### src/rtl/ysyx_25060170_ifu_fetch.sv
// ysyx_25060170_ifu_fetch: instruction-fetch requester with one outstanding read.
// Ports: clk/rst (async, active-low), req_* to imem, rsp_* from imem,
// redirect_* flush, id_stall backpressure, if_* single-entry output to ID.
module ysyx_25060170_ifu_fetch #(
    parameter int                ADDR_W   = 32,
    parameter logic [ADDR_W-1:0] RESET_PC = 32'h8000_0000
) (
    input  logic              clk,
    input  logic              rst,
    output logic              req_valid,
    output logic [ADDR_W-1:0] req_addr,
    input  logic              req_ready,
    input  logic              rsp_valid,
    input  logic [31:0]       rsp_data,
    input  logic              rsp_err,
    input  logic              redirect_valid,
    input  logic [ADDR_W-1:0] redirect_pc,
    input  logic              id_stall,
    output logic              if_valid,
    output logic [ADDR_W-1:0] if_pc,
    output logic [31:0]       if_inst,
    output logic              if_fault
);

    typedef enum logic [1:0] {
        S_REQ  = 2'd0,
        S_WAIT = 2'd1,
        S_HOLD = 2'd2
    } state_t;

    state_t            state_q, state_d;
    logic              run_q;
    logic [ADDR_W-1:0] pc_q, pc_d;
    logic              drop_q, drop_d;
    logic              pend_q, pend_d;
    logic [ADDR_W-1:0] pend_pc_q, pend_pc_d;
    logic [ADDR_W-1:0] skid_pc_q, skid_pc_d;
    logic [31:0]       skid_inst_q, skid_inst_d;
    logic              skid_fault_q, skid_fault_d;
    logic              ov_d;
    logic [ADDR_W-1:0] opc_d;
    logic [31:0]       oinst_d;
    logic              ofault_d;

    logic              req_fire;
    logic              consume;
    logic [ADDR_W-1:0] redir_pc;

    // run_q keeps req_valid low in the first cycle after reset release
    assign req_valid = run_q & (state_q == S_REQ);
    assign req_addr  = pc_q;
    assign req_fire  = req_valid & req_ready;
    assign consume   = if_valid & ~id_stall;
    assign redir_pc  = redirect_pc & ~ADDR_W'(3);

    always_comb begin
        state_d      = state_q;
        pc_d         = pc_q;
        drop_d       = drop_q;
        pend_d       = pend_q;
        pend_pc_d    = pend_pc_q;
        skid_pc_d    = skid_pc_q;
        skid_inst_d  = skid_inst_q;
        skid_fault_d = skid_fault_q;
        ov_d         = if_valid;
        opc_d        = if_pc;
        oinst_d      = if_inst;
        ofault_d     = if_fault;

        if (redirect_valid) begin
            ov_d         = 1'b0;
            skid_pc_d    = '0;
            skid_inst_d  = '0;
            skid_fault_d = 1'b0;
            unique case (state_q)
                S_REQ: begin
                    if (req_fire) begin
                        // old address goes out anyway; its data is dropped
                        state_d = S_WAIT;
                        drop_d  = 1'b1;
                        pend_d  = 1'b0;
                        pc_d    = redir_pc;
                    end else if (req_valid) begin
                        // req_addr must stay stable until accepted
                        pend_d    = 1'b1;
                        pend_pc_d = redir_pc;
                    end else begin
                        pc_d = redir_pc;
                    end
                end
                S_WAIT: begin
                    pc_d = redir_pc;
                    if (rsp_valid) begin
                        drop_d  = 1'b0;
                        state_d = S_REQ;
                    end else begin
                        drop_d = 1'b1;
                    end
                end
                S_HOLD: begin
                    pc_d    = redir_pc;
                    state_d = S_REQ;
                end
                default: state_d = S_REQ;
            endcase
        end else begin
            if (consume) begin
                ov_d = 1'b0;
            end
            unique case (state_q)
                S_REQ: begin
                    if (req_fire) begin
                        state_d = S_WAIT;
                        if (pend_q) begin
                            drop_d = 1'b1;
                            pend_d = 1'b0;
                            pc_d   = pend_pc_q;
                        end
                    end
                end
                S_WAIT: begin
                    if (rsp_valid) begin
                        state_d = S_REQ;
                        if (drop_q) begin
                            drop_d = 1'b0;
                        end else begin
                            pc_d = pc_q + ADDR_W'(4);
                            if (consume || !if_valid) begin
                                ov_d     = 1'b1;
                                opc_d    = pc_q;
                                oinst_d  = rsp_data;
                                ofault_d = rsp_err;
                            end else begin
                                skid_pc_d    = pc_q;
                                skid_inst_d  = rsp_data;
                                skid_fault_d = rsp_err;
                                state_d      = S_HOLD;
                            end
                        end
                    end
                end
                S_HOLD: begin
                    if (consume) begin
                        ov_d         = 1'b1;
                        opc_d        = skid_pc_q;
                        oinst_d      = skid_inst_q;
                        ofault_d     = skid_fault_q;
                        skid_pc_d    = '0;
                        skid_inst_d  = '0;
                        skid_fault_d = 1'b0;
                        state_d      = S_REQ;
                    end
                end
                default: state_d = S_REQ;
            endcase
        end
    end

    always_ff @(posedge clk or negedge rst) begin
        if (!rst) begin
            state_q      <= S_REQ;
            run_q        <= 1'b0;
            pc_q         <= RESET_PC;
            drop_q       <= 1'b0;
            pend_q       <= 1'b0;
            pend_pc_q    <= '0;
            skid_pc_q    <= '0;
            skid_inst_q  <= '0;
            skid_fault_q <= 1'b0;
            if_valid     <= 1'b0;
            if_pc        <= '0;
            if_inst      <= '0;
            if_fault     <= 1'b0;
        end else begin
            state_q      <= state_d;
            run_q        <= 1'b1;
            pc_q         <= pc_d;
            drop_q       <= drop_d;
            pend_q       <= pend_d;
            pend_pc_q    <= pend_pc_d;
            skid_pc_q    <= skid_pc_d;
            skid_inst_q  <= skid_inst_d;
            skid_fault_q <= skid_fault_d;
            if_valid     <= ov_d;
            if_pc        <= opc_d;
            if_inst      <= oinst_d;
            if_fault     <= ofault_d;
        end
    end

endmodule

### config.mk
export PLATFORM = sky130hd
export DESIGN_NAME = ysyx_25060170_ifu_fetch
export DESIGN_NICKNAME = d
export VERILOG_FILES = /design/src/rtl/ysyx_25060170_ifu_fetch.sv
export SDC_FILE = /design/constraint.sdc
export NUM_CORES = 1
export LEC_CHECK = 0
export ABC_CLOCK_PERIOD_IN_PS = 2100
export BUFFER_PORTS_ARGS = -buffer_cell sky130_fd_sc_hd__buf_2
export CAP_MARGIN = 20
export CORE_AREA = 2 2 167 137
export CTS_CLUSTER_DIAMETER = 40
export DETAILED_ROUTE_END_ITERATION = 10
export DIE_AREA = 0 0 169 139
export HOLD_SLACK_MARGIN = 0.08
export PLACE_DENSITY = 0.69
export SYNTH_ARGS = -nofsm -noshare
export SYNTH_HDL_FRONTEND = slang
export SYNTH_SLANG_ARGS = --single-unit
### constraint.sdc
create_clock -name clk -period 2.1 [get_ports clk]
set_input_delay 0.63 -clock clk [delete_from_list [all_inputs] [get_ports clk]]
set_output_delay 0.63 -clock clk [all_outputs]
set_load 0.1 [all_outputs]
==> results of run 1 <==
-- state kept, by name (all words and copies together) (netlist names), 2 cells and up --
name,cells
if_pc,31
skid_pc_q,31
pend_pc_q,30
state_q,2
req_addr,30
if_inst,32
skid_inst_q,32
-- worst max path at each step --
stage	start	endpoint	slack, ns
2_1_floorplan	req_addr[5]	req_addr[18]	-0.09
4_1_cts	state_q[1]	req_valid	-0.02
3_3_place_gp	redirect_valid	req_addr[13]	-0.03
6_report	state_q[0]	req_addr[10]	-0.004
3_5_place_dp	rsp_valid	if_inst[20]	-0.08
5_1_grt	state_q[0]	req_addr[10]	-0.05
-- routing by layer --
layer | up-vias | share of wire | global-route usage
met2 | 264 | 0.45 | 0.316
met1 | 3922 | 0.48 | 0.325
li1 | 3764 | - | -
met3 | 18 | 0.058 | 0.0462
met4 | 0 | 0.0089 | 0.0486
met5 | - | 0 | 0
-- synthesized netlist by cell type, drive strengths merged, types with 3 or more instances --
cell and instances:
ha 4, o21ai 25, mux2i 68, nand3b 3
a21oi 141, xor2 5, nor3b 4, and3 8
buf 47, and4 5, a311o 3, or2 3
nand4 16, a311oi 6, clkbuf 32, a31oi 3
nor2b 51, nor2 163, a22o 25, o211a 3
a211oi 5, nor4 6, or3 6, a22oi 3
mux2 30, xnor2 4, nand3 19, dfrtp 193
nand2b 3, and2 4, nand2 27, a211o 3
inv 8, nor3 6
-- timing repair --
item	in CTS	in global routing
hold buffers	0	0
gates resized for setup	23	39
setup buffers	5	2
pin swaps	2	4
setup endpoints to repair	12	104
gates cloned	2	11
-- critical path: cells and delay by family (launching register included) --
kind	cells	cell delay, ns
compound gates	2	0.54
fa+ha+maj	1	0.19
buf+inv	3	0.47
flops	1	0.40
simple gates	3	0.38
-- per-stage QoR --
stage          std cells  cell area [sq um]
6_report            1444              12200
5_1_grt             1444              12200
4_1_cts             1432              11800
3_5_place_dp        1394              11100
3_3_place_gp        1394              11100
2_1_floorplan        957               9550
-- cell families after synthesis --
kind of cell,Yosys count,share of synthesized area
other cells,2,0.000794
flops,194,0.513
xor+xnor,9,0.00833
compound gates,233,0.149
mux,98,0.108
buf+inv,87,0.0427
simple gates,329,0.173
fa+ha+maj,4,0.00529
-- layout make-up --
class                      instances  area share
sequential                       194       0.404
multi-input combinational        676       0.357
timing repair buffer             254       0.161
clock buffer                      18      0.0353
tap                              280      0.0288
clock inverter                    14      0.0117
inverter                           8     0.00267
==> impl_results.rst, run 1 <==
.. list-table::
   :header-rows: 1

   * - Metric
     - Value
   * - Area of the multi-input gates
     - 0.00435 sq mm
   * - Tightest slew margin relative to the limit
     - 0.625
   * - Wire length of the first global-routing pass
     - 40300 um
   * - Slew at the pin closest to its max-slew limit
     - 0.563 ns
   * - Gpl congestion
     - 0.850
   * - Number of maximum-capacitance constraint violations
     - 0
   * - Register cell area after layout
     - 0.00491 sq mm
   * - Worst-Skew Late Latency
     - 0.44 ns
   * - CTS Sinks
     - 194
   * - Commonest non-fill, non-tap cells in the layout
     - sky130_fd_sc_hd__dfrtp_1 (167), sky130_fd_sc_hd__nor2_1 (160), sky130_fd_sc_hd__buf_2 (155), sky130_fd_sc_hd__a21oi_1 (140), sky130_fd_sc_hd__mux2i_1 (67)
   * - Path depth of the worst reg2reg path
     - 9
   * - Main synth FF type
     - sky130_fd_sc_hd__dfrtp_1
   * - Crit path DAT
     - 2.42 ns
   * - Final hold violations
     - 0
   * - Unrepaired setup endpoints after global routing
     - true
   * - Post-layout minimum cycle time
     - 2.10 ns
   * - Die Wd
     - 169 um
   * - Ratio of cells with drive above 1 in the final layout
     - 0.321
   * - Failing checks
     - setup timing
   * - Port Buffers
     - 165
   * - Worst path setup slack after routing
     - -0.00409 ns
   * - Number of iterations in the first detailed-routing pass
     - 5
   * - Clock tree from TritonCTS
     - yes
   * - Inserted Clock Buffers
     - 17
   * - Crit Path Category
     - flip-flop to flip-flop
   * - N_diodes
     - 0
   * - Final core occ
     - 0.554
   * - Count of filler cells inserted in the layout
     - 1985
   * - Ports
     - 170
   * - Most common cell after layout, fill and taps aside
     - sky130_fd_sc_hd__dfrtp_1
   * - Unique cell type count in the Yosys netlist
     - 64
   * - Highest clock rate
     - 475 MHz
   * - HPWL Detailed
     - 17000 um
   * - Min-Delay Path Class
     - input port to async pin
   * - Cell type with the largest total area after synthesis
     - sky130_fd_sc_hd__dfrtp_1
   * - ANT nets after route
     - 0
   * - Post-synth EDFFs
     - 0
   * - Final number of max-transition violations
     - 0
   * - Share of flip-flops with an asynchronous set or reset
     - 1.00
   * - Final-report setup violation count
     - 2
   * - Sequential cell area fraction in the yosys report
     - 0.513
   * - Die footprint
     - 0.0235 sq mm
   * - Congestion Overflow GR
     - 0
   * - Post-layout nets
     - 1226
   * - Number of flip-flops and latches in the synthesized netlist
     - 194
   * - Maximum buffer depth of the clock tree
     - 2
   * - Initial detailed-routing violation count
     - 633
   * - Kind of end point of the critical path
     - flip-flop
   * - Total routing usage reported by global routing
     - 0.215
   * - Cell breakdown of the critical path
     - buf_4, ha_2, nor2b_2, o32ai_2, buf_4, nor3_4, buf_4, and3_1, a211o_1
   * - DRC
     - 0
   * - Cells taking the most area after synthesis
     - sky130_fd_sc_hd__dfrtp_1 (51%), sky130_fd_sc_hd__a21oi_1 (7.5%), sky130_fd_sc_hd__mux2i_1 (7.2%)
   * - Detailed-route via count
     - 7968
   * - Area share of the largest cell type after synthesis
     - 0.511
   * - Clock-pin transition on the worst setup and hold timing paths
     - 0.07 ns
   * - Final critical-path share of the clock period
     - 1.00
   * - Initial standard-cell utilization of the core
     - 0.431
   * - Outcome
     - finished, violations left
   * - Category of the worst setup path launch point
     - flip-flop
   * - Capturing point of the worst reg2reg path
     - req_addr[10]
   * - Post-route setup TNS
     - -0.00431 ns
   * - # rows
     - 49
   * - CP peak stage delay
     - 0.40 ns
   * - Maximum number of pins on one net before global-route repair
     - 108
   * - Placement Setup Slack
     - -0.0763 ns
   * - Initial antenna violation count
     - 0
   * - Core Box Area
     - 0.0219 sq mm
   * - Worst path slowest cell
     - sky130_fd_sc_hd__dfrtp_1
   * - Via count of the first global-routing pass
     - 7488
   * - Cell count after synthesis
     - 956
   * - Post-detailed-route via-to-cell ratio
     - 5.52
   * - Number of levels the H-tree was split into
     - 4
   * - Hold Slack
     - 0.155 ns
   * - Area grow syn2layout
     - 28.6%
   * - Vert. Die Dim
     - 139 um
   * - Cell Area, Synth
     - 0.00946 sq mm
   * - Yosys Warn Count
     - 0
   * - Wire length per cell
     - 18.1 um
   * - Crit Reg-Reg Startpoint
     - state_q[0]
   * - Most common cell on crit path
     - sky130_fd_sc_hd__buf_4
   * - CTS root buffer
     - sky130_fd_sc_hd__clkbuf_16
   * - CP required
     - 2.42 ns
   * - Worst-path maximum fanout
     - 4
   * - Avg Synthesized Cell Area
     - 9.90 sq um
   * - Worst clock skew
     - 0.0123 ns
   * - Overall routed net length
     - 26100 um
   * - Flop-to-flop setup slack
     - -0.004 ns
Power of run 1 is left out: the tool's default activity adds up to more than one toggle a clock period on the data nets, which glitch-free logic cannot reach.
==> inputs of run 2 (changes only) <==
--- a/config.mk
+++ b/config.mk
@@ -10,8 +10,9 @@
 export CAP_MARGIN = 20
-export CORE_AREA = 2 2 167 137
+export CORE_AREA = 2 2 175 143
 export CTS_CLUSTER_DIAMETER = 40
 export DETAILED_ROUTE_END_ITERATION = 10
-export DIE_AREA = 0 0 169 139
+export DIE_AREA = 0 0 177 145
 export HOLD_SLACK_MARGIN = 0.08
-export PLACE_DENSITY = 0.69
+export PLACE_DENSITY = 0.64
+export RECOVER_POWER = 100
 export SYNTH_ARGS = -nofsm -noshare
--- a/constraint.sdc
+++ b/constraint.sdc
@@ -3,2 +3,2 @@
 set_output_delay 0.63 -clock clk [all_outputs]
-set_load 0.1 [all_outputs]
+set_load 0.005 [all_outputs]
==> run 2 against run 1 <==
  * Count of clock-buffer cells in the layout stayed put
  * Flip-flop and latch count stayed put
  * Worst hold slack improved by 0.22 ns
  * Core utilization is 4.6 points lower
  * The flow still finishes with violations (setup timing)
  * Global-route usage down 1.5 points
  * Register-to-register slack about the same
  * Die area rose by 9.3%
  * Fmax fell by 0.66%
  * First-iteration DRC count is 2.7% higher
==> impl_results.rst, run 2 (synthesis gave the netlist of run 1 again) <==
.. list-table::
   :header-rows: 1

   * - Metric
     - Value
   * - Share of total power in combinational logic
     - 0.414
   * - Category of the worst setup path launch point
     - flip-flop
   * - Congestion Overflow GR
     - 0
   * - Total routing usage reported by global routing
     - 0.200
   * - Commonest non-fill, non-tap cells in the layout
     - sky130_fd_sc_hd__dfrtp_1 (192), sky130_fd_sc_hd__nor2_1 (161), sky130_fd_sc_hd__a21oi_1 (138), sky130_fd_sc_hd__buf_2 (122), sky130_fd_sc_hd__mux2i_1 (67)
   * - Area grow syn2layout
     - 28.5%
   * - Sw frac
     - 0.370
   * - Number of maximum-capacitance constraint violations
     - 0
   * - Pwr Density
     - 1270 mW/mm^2
   * - Die Wd
     - 177 um
   * - Vert. Die Dim
     - 145 um
   * - CP required
     - 2.42 ns
   * - Die footprint
     - 0.0257 sq mm
   * - Max VDD drop
     - 0.608 mV
   * - Kind of end point of the critical path
     - flip-flop
   * - Cell breakdown of the critical path
     - buf_6, inv_4, ha_4, buf_6, buf_4, o21a_1, or3_4, buf_6, buf_12, a211o_1
   * - Final-report setup violation count
     - 1
   * - Number of levels the H-tree was split into
     - 4
   * - Worst-path maximum fanout
     - 14
   * - Worst clock skew
     - 0.0104 ns
   * - Post-CTS Hold Buffers
     - 0
   * - Gpl congestion
     - 0.817
   * - Min-Delay Path Class
     - input port to async pin
   * - N_diodes
     - 0
   * - Initial standard-cell utilization of the core
     - 0.395
   * - Final number of max-transition violations
     - 0
   * - Lkg Pwr
     - 5.62 nW
   * - Slew at the pin closest to its max-slew limit
     - 1.07 ns
   * - Internal Pwr Total
     - 0.00971 W
   * - Sequential share of power
     - 0.374
   * - Post-layout nets
     - 1243
   * - Wire length of the first global-routing pass
     - 40500 um
   * - Placed cell areas
     - 0.0111 sq mm
   * - Core Box Area
     - 0.0239 sq mm
   * - Unrepaired setup endpoints after global routing
     - true
   * - Initial detailed-routing violation count
     - 650
   * - Final critical-path share of the clock period
     - 1.01
   * - Post-layout minimum cycle time
     - 2.12 ns
   * - Sw power
     - 0.00570 W
   * - Clock network fraction of design power
     - 0.211
   * - Inserted Clock Buffers
     - 17
   * - Final hold violations
     - 0
   * - Maximum number of pins on one net before global-route repair
     - 85
   * - Crit Path Category
     - flip-flop to flip-flop
   * - Initial antenna violation count
     - 1
   * - # rows
     - 51
   * - CP peak stage delay
     - 0.39 ns
   * - Failing checks
     - setup timing
   * - Worst path slowest cell
     - sky130_fd_sc_hd__or3_4
   * - ANT nets after route
     - 0
   * - Ports
     - 170
   * - Crit path DAT
     - 2.44 ns
   * - Clock tree from TritonCTS
     - yes
   * - Ratio of cells with drive above 1 in the final layout
     - 0.274
   * - Final core occ
     - 0.508
   * - Registers with the most flip-flops
     - if_inst x32, skid_inst_q x32
   * - Overall routed net length
     - 26900 um
   * - Number of placed cells counting well taps
     - 1447
   * - Worst path setup slack after routing
     - -0.0180 ns
   * - Post-detailed-route via-to-cell ratio
     - 5.36
   * - Outcome
     - finished, violations left
   * - DRC
     - 0
   * - Count of non-filler cells in the finished layout
     - 1499
   * - Clock-pin transition on the worst setup and hold timing paths
     - 0.07 ns
   * - Wire length per cell
     - 17.9 um
   * - HPWL Detailed
     - 17700 um
   * - Via count of the first global-routing pass
     - 7410
   * - Highest clock rate
     - 472 MHz
   * - Port Buffers
     - 165
   * - Maximum buffer depth of the clock tree
     - 2
   * - CTS root buffer
     - sky130_fd_sc_hd__clkbuf_16
   * - Tightest slew margin relative to the limit
     - 0.287
   * - Most common cell on crit path
     - sky130_fd_sc_hd__buf_6
   * - Most common cell after layout, fill and taps aside
     - sky130_fd_sc_hd__dfrtp_1
   * - Worst-Skew Late Latency
     - 0.43 ns
   * - CTS Sinks
     - 194
   * - Detailed-route via count
     - 8036
   * - Final standard cell area without fillers
     - 0.0122 sq mm
   * - Number of iterations in the first detailed-routing pass
     - 5
## run 2: changes by cell type in the layout (fill, tap and decap cells not counted), sizes merged
cell,previous run,this run
clkinvlp,2,3
buf,241,213
bufinv,0,1
clkbuf,31,76
clkinv,5,3
## run 2: final cells by class
class                           count  area [sq um]
Fill cell                        2228         11800
Timing Repair Buffer              271          1910
Sequential cell                   194          4860
Clock inverter                     14           143
Inverter                            8          32.5
Clock buffer                       18           439
Tap cell                          318           398
Multi-Input combinational cell    676          4370
## run 2: power by group through the flow
stage / logic [W] / clock network, W / registers [W]
floorplan: 0.00301 / 0 / 0.00582
global placement: 0.00554 / 0 / 0.00578
detailed placement: 0.00564 / 0 / 0.00582
CTS: 0.00586 / 0.00335 / 0.00574
global route: 0.00701 / 0.00351 / 0.00593
finish: 0.00639 / 0.00326 / 0.00577
## run 2: worst max-delay path, delay by kind of cell, from the launching register on
kind	cells	cell delay [ns]
simple gates	1	0.39
fa+ha+maj	1	0.16
compound gates	2	0.40
buf+inv	6	0.69
flops	1	0.36
## run 2: timing repair
action,CTS,global route
buffers inserted,5,5
endpoints found under the setup margin,38,112
pin swaps,2,6
gates cloned,1,12
resized for setup,18,49
## run 2: layer usage
metal,vias to the layer above,global-route usage,share of wire,wire length (um)
li1,3791,-,-,-
met1,3974,0.303,0.48,13000
met2,246,0.288,0.44,11900
met3,23,0.0448,0.064,1710
met4,2,0.0471,0.0081,217
met5,-,0,0.00041,11
## run 2: metrics by stage
step | worst slack, ns | TNS, ns | hold slack [ns] | power (W)
3_5_place_dp | -0.125 | -2.94 | 0.481 | 0.0115
2_1_floorplan | 0.0229 | 0 | 0.334 | 0.00883
3_3_place_gp | -0.0874 | -1.43 | 0.482 | 0.0113
4_1_cts | -0.0263 | -0.469 | 0.128 | 0.0150
5_1_grt | -0.0821 | -3.01 | 0.421 | 0.0164
6_report | -0.0180 | -0.0180 | 0.373 | 0.0154
## run 2: path summary, 6_finish.rpt
path,startpoint,to,slack (ns),cells past startpoint
setup / recovery,state_q[0],req_addr[11],-0.02,10
hold / removal,rst,pend_pc_q[7],0.37,1
setup reg to reg,state_q[0],req_addr[11],-0.02,10
hold reg to reg,skid_pc_q[11],skid_pc_q[11],0.50,1
max in group asynchronous,rst,if_inst[24],0.33,2
min in group clk,redirect_pc[11],pend_pc_q[11],0.44,2
No activity file was read; power rests on OpenSTA's default activity.
==> inputs of run 3 (changes only) <==
Settings changed: CORE_AREA 2 2 175 143 to 2 2 156 127, CTS_CLUSTER_SIZE from default to 28, DIE_AREA 0 0 177 145 to 0 0 158 129, PLACE_DENSITY 0.64 to 0.78.
==> run 3 against run 2 <==
  * The run still ends with setup timing left
  * Critical path depth grew 1
  * Via count up 3.2%
  * Sequential power up 2%
  * Core utilization is 14 points higher
  * Cell area up 0.10%
  * Largest cell class unchanged
==> impl_results.rst, run 3 (synthesis gave the netlist of run 1 again) <==
.. list-table::
   :header-rows: 1

   * - Metric
     - Value
   * - Outcome
     - finished, violations left
   * - Failing checks
     - setup timing
   * - Hold Slack
     - 0.420 ns
   * - Total routing usage reported by global routing
     - 0.243
   * - Number of maximum-capacitance constraint violations
     - 0
   * - Unrepaired setup endpoints after global routing
     - true
   * - HPWL Detailed
     - 16700 um
   * - Final-report setup violation count
     - 3
   * - Count of non-filler cells in the finished layout
     - 1437
   * - Number of placed cells counting well taps
     - 1372
   * - Congestion Overflow GR
     - 0
   * - Most common cell after layout, fill and taps aside
     - sky130_fd_sc_hd__dfrtp_1
   * - Inserted Clock Buffers
     - 17
   * - CTS Sinks
     - 194
   * - Clock tree from TritonCTS
     - yes
   * - Wire length of the first global-routing pass
     - 38800 um
   * - Detailed-route via count
     - 8292
   * - DRC
     - 0
   * - Initial standard-cell utilization of the core
     - 0.503
   * - Post-CTS Hold Buffers
     - 0
   * - Initial antenna violation count
     - 1
   * - Maximum buffer depth of the clock tree
     - 2
   * - Final hold violations
     - 0
   * - Number of iterations in the first detailed-routing pass
     - 6
   * - Ports
     - 170
   * - Placed cell areas
     - 0.0110 sq mm
   * - Commonest non-fill, non-tap cells in the layout
     - sky130_fd_sc_hd__dfrtp_1 (193), sky130_fd_sc_hd__nor2_1 (150), sky130_fd_sc_hd__a21oi_1 (119), sky130_fd_sc_hd__buf_2 (107), sky130_fd_sc_hd__mux2i_1 (68)
   * - Clock-pin transition on the worst setup and hold timing paths
     - 0.07 ns
   * - Area of the multi-input gates
     - 0.00450 sq mm
   * - Kind of end point of the critical path
     - flip-flop
   * - Core Box Area
     - 0.0188 sq mm
   * - Maximum number of pins on one net before global-route repair
     - 108
   * - Slew at the pin closest to its max-slew limit
     - 1.21 ns
   * - Worst path setup slack after routing
     - -0.0132 ns
   * - Post-layout minimum cycle time
     - 2.11 ns
   * - Final critical-path share of the clock period
     - 1.01
   * - # rows
     - 45
   * - Crit path DAT
     - 2.43 ns
   * - Via count of the first global-routing pass
     - 7635
   * - Max VDD drop
     - 0.554 mV
   * - Highest clock rate
     - 473 MHz
   * - Lkg Pwr
     - 5.56 nW
   * - Category of the worst setup path launch point
     - flip-flop
   * - Registers with the most flip-flops
     - if_inst x32, skid_inst_q x32
   * - ANT nets after route
     - 0
   * - Overall routed net length
     - 27400 um
   * - Ratio of cells with drive above 1 in the final layout
     - 0.278
   * - Wire length per cell
     - 19.1 um
   * - CP required
     - 2.42 ns
   * - Tightest slew margin relative to the limit
     - 0.196
   * - Post-route setup TNS
     - -0.0236 ns
   * - Area grow syn2layout
     - 28.6%
   * - Gpl congestion
     - 0.867
   * - Final core occ
     - 0.647
   * - Worst clock skew
     - 0.0141 ns
   * - Final standard cell area without fillers
     - 0.0122 sq mm
   * - Pwr Density
     - 1270 mW/mm^2
   * - Die Wd
     - 158 um
   * - Crit Path Category
     - flip-flop to flip-flop
   * - CTS root buffer
     - sky130_fd_sc_hd__clkbuf_16
   * - Min-Delay Path Class
     - input port to async pin
   * - Initial detailed-routing violation count
     - 788
   * - Worst-path maximum fanout
     - 6
   * - Flop-to-flop setup slack
     - -0.01 ns
   * - Vert. Die Dim
     - 129 um
   * - Die footprint
     - 0.0204 sq mm
   * - Post-layout nets
     - 1241
   * - Count of filler cells inserted in the layout
     - 1549
   * - Worst-Skew Late Latency
     - 0.44 ns
   * - Final number of max-transition violations
     - 0
   * - Post-detailed-route via-to-cell ratio
     - 5.77
   * - Register cell area after layout
     - 0.00486 sq mm
   * - Number of levels the H-tree was split into
     - 4
   * - Port Buffers
     - 165
-- run 3: worst paths after layout --
kind	startpoint	endpoint	cells past startpoint
worst max-delay path	state_q[0]	if_inst[6]	11
worst min-delay path	rst	pend_pc_q[6]	1
worst max register to register	state_q[0]	if_inst[6]	11
worst min register to register	skid_pc_q[1]	skid_pc_q[1]	1
max in group asynchronous	rst	if_inst[4]	2
min in group clk	redirect_pc[4]	pend_pc_q[4]	2
-- run 3: where the power goes --
group / internal (W) / switching, W / total, W
logic: 0.00300 / 0.00346 / 0.00647
registers: 0.00495 / 0.000938 / 0.00589
clock network: 0.00157 / 0.00157 / 0.00314
total: 0.00953 / 0.00597 / 0.0155
-- run 3: layer usage --
layer / track usage / vias to the layer above / share of wire
li1: - / 3779 / -
met1: 0.348 / 4099 / 0.44
met2: 0.368 / 363 / 0.46
met3: 0.0600 / 51 / 0.077
met4: 0.0731 / 0 / 0.021
met5: 0 / - / 0
-- run 3: layout make-up --
class                           instances  area share
Clock buffer                           17      0.0350
Clock inverter                         14      0.0116
Antenna cell                            1    0.000206
Sequential cell                       194       0.399
Tap cell                              258      0.0265
Multi-Input combinational cell        676       0.370
Timing Repair Buffer                  269       0.155
Inverter                                8     0.00278
-- run 3: through the flow --
| stage | total power (W) | setup slack [ns] |
|---|---|---|
| floorplan | 0.00883 | 0.0229 |
| detailed placement | 0.0114 | -0.131 |
| finish | 0.0155 | -0.0132 |
| global placement | 0.0112 | -0.104 |
| global route | 0.0164 | -0.0525 |
| CTS | 0.0147 | -0.0417 |
-- run 3: timing repair --
item,in CTS,in global routing
cloned,0,19
setup endpoints to repair,2,99
pin swaps,1,7
gates resized for setup,10,75
buffers inserted,3,13
-- run 3: critical path, stage by stage, from the launching register on --
cell                        delay [ns]
sky130_fd_sc_hd__dfrtp_1          0.41
sky130_fd_sc_hd__buf_6            0.14
sky130_fd_sc_hd__ha_4             0.16
sky130_fd_sc_hd__buf_12           0.13
sky130_fd_sc_hd__a21oi_4          0.16
sky130_fd_sc_hd__nor2_4           0.06
sky130_fd_sc_hd__nor4b_4          0.27
sky130_fd_sc_hd__buf_6            0.16
sky130_fd_sc_hd__buf_12           0.14
sky130_fd_sc_hd__buf_8            0.13
sky130_fd_sc_hd__clkbuf_16        0.15
sky130_fd_sc_hd__a21oi_1          0.07
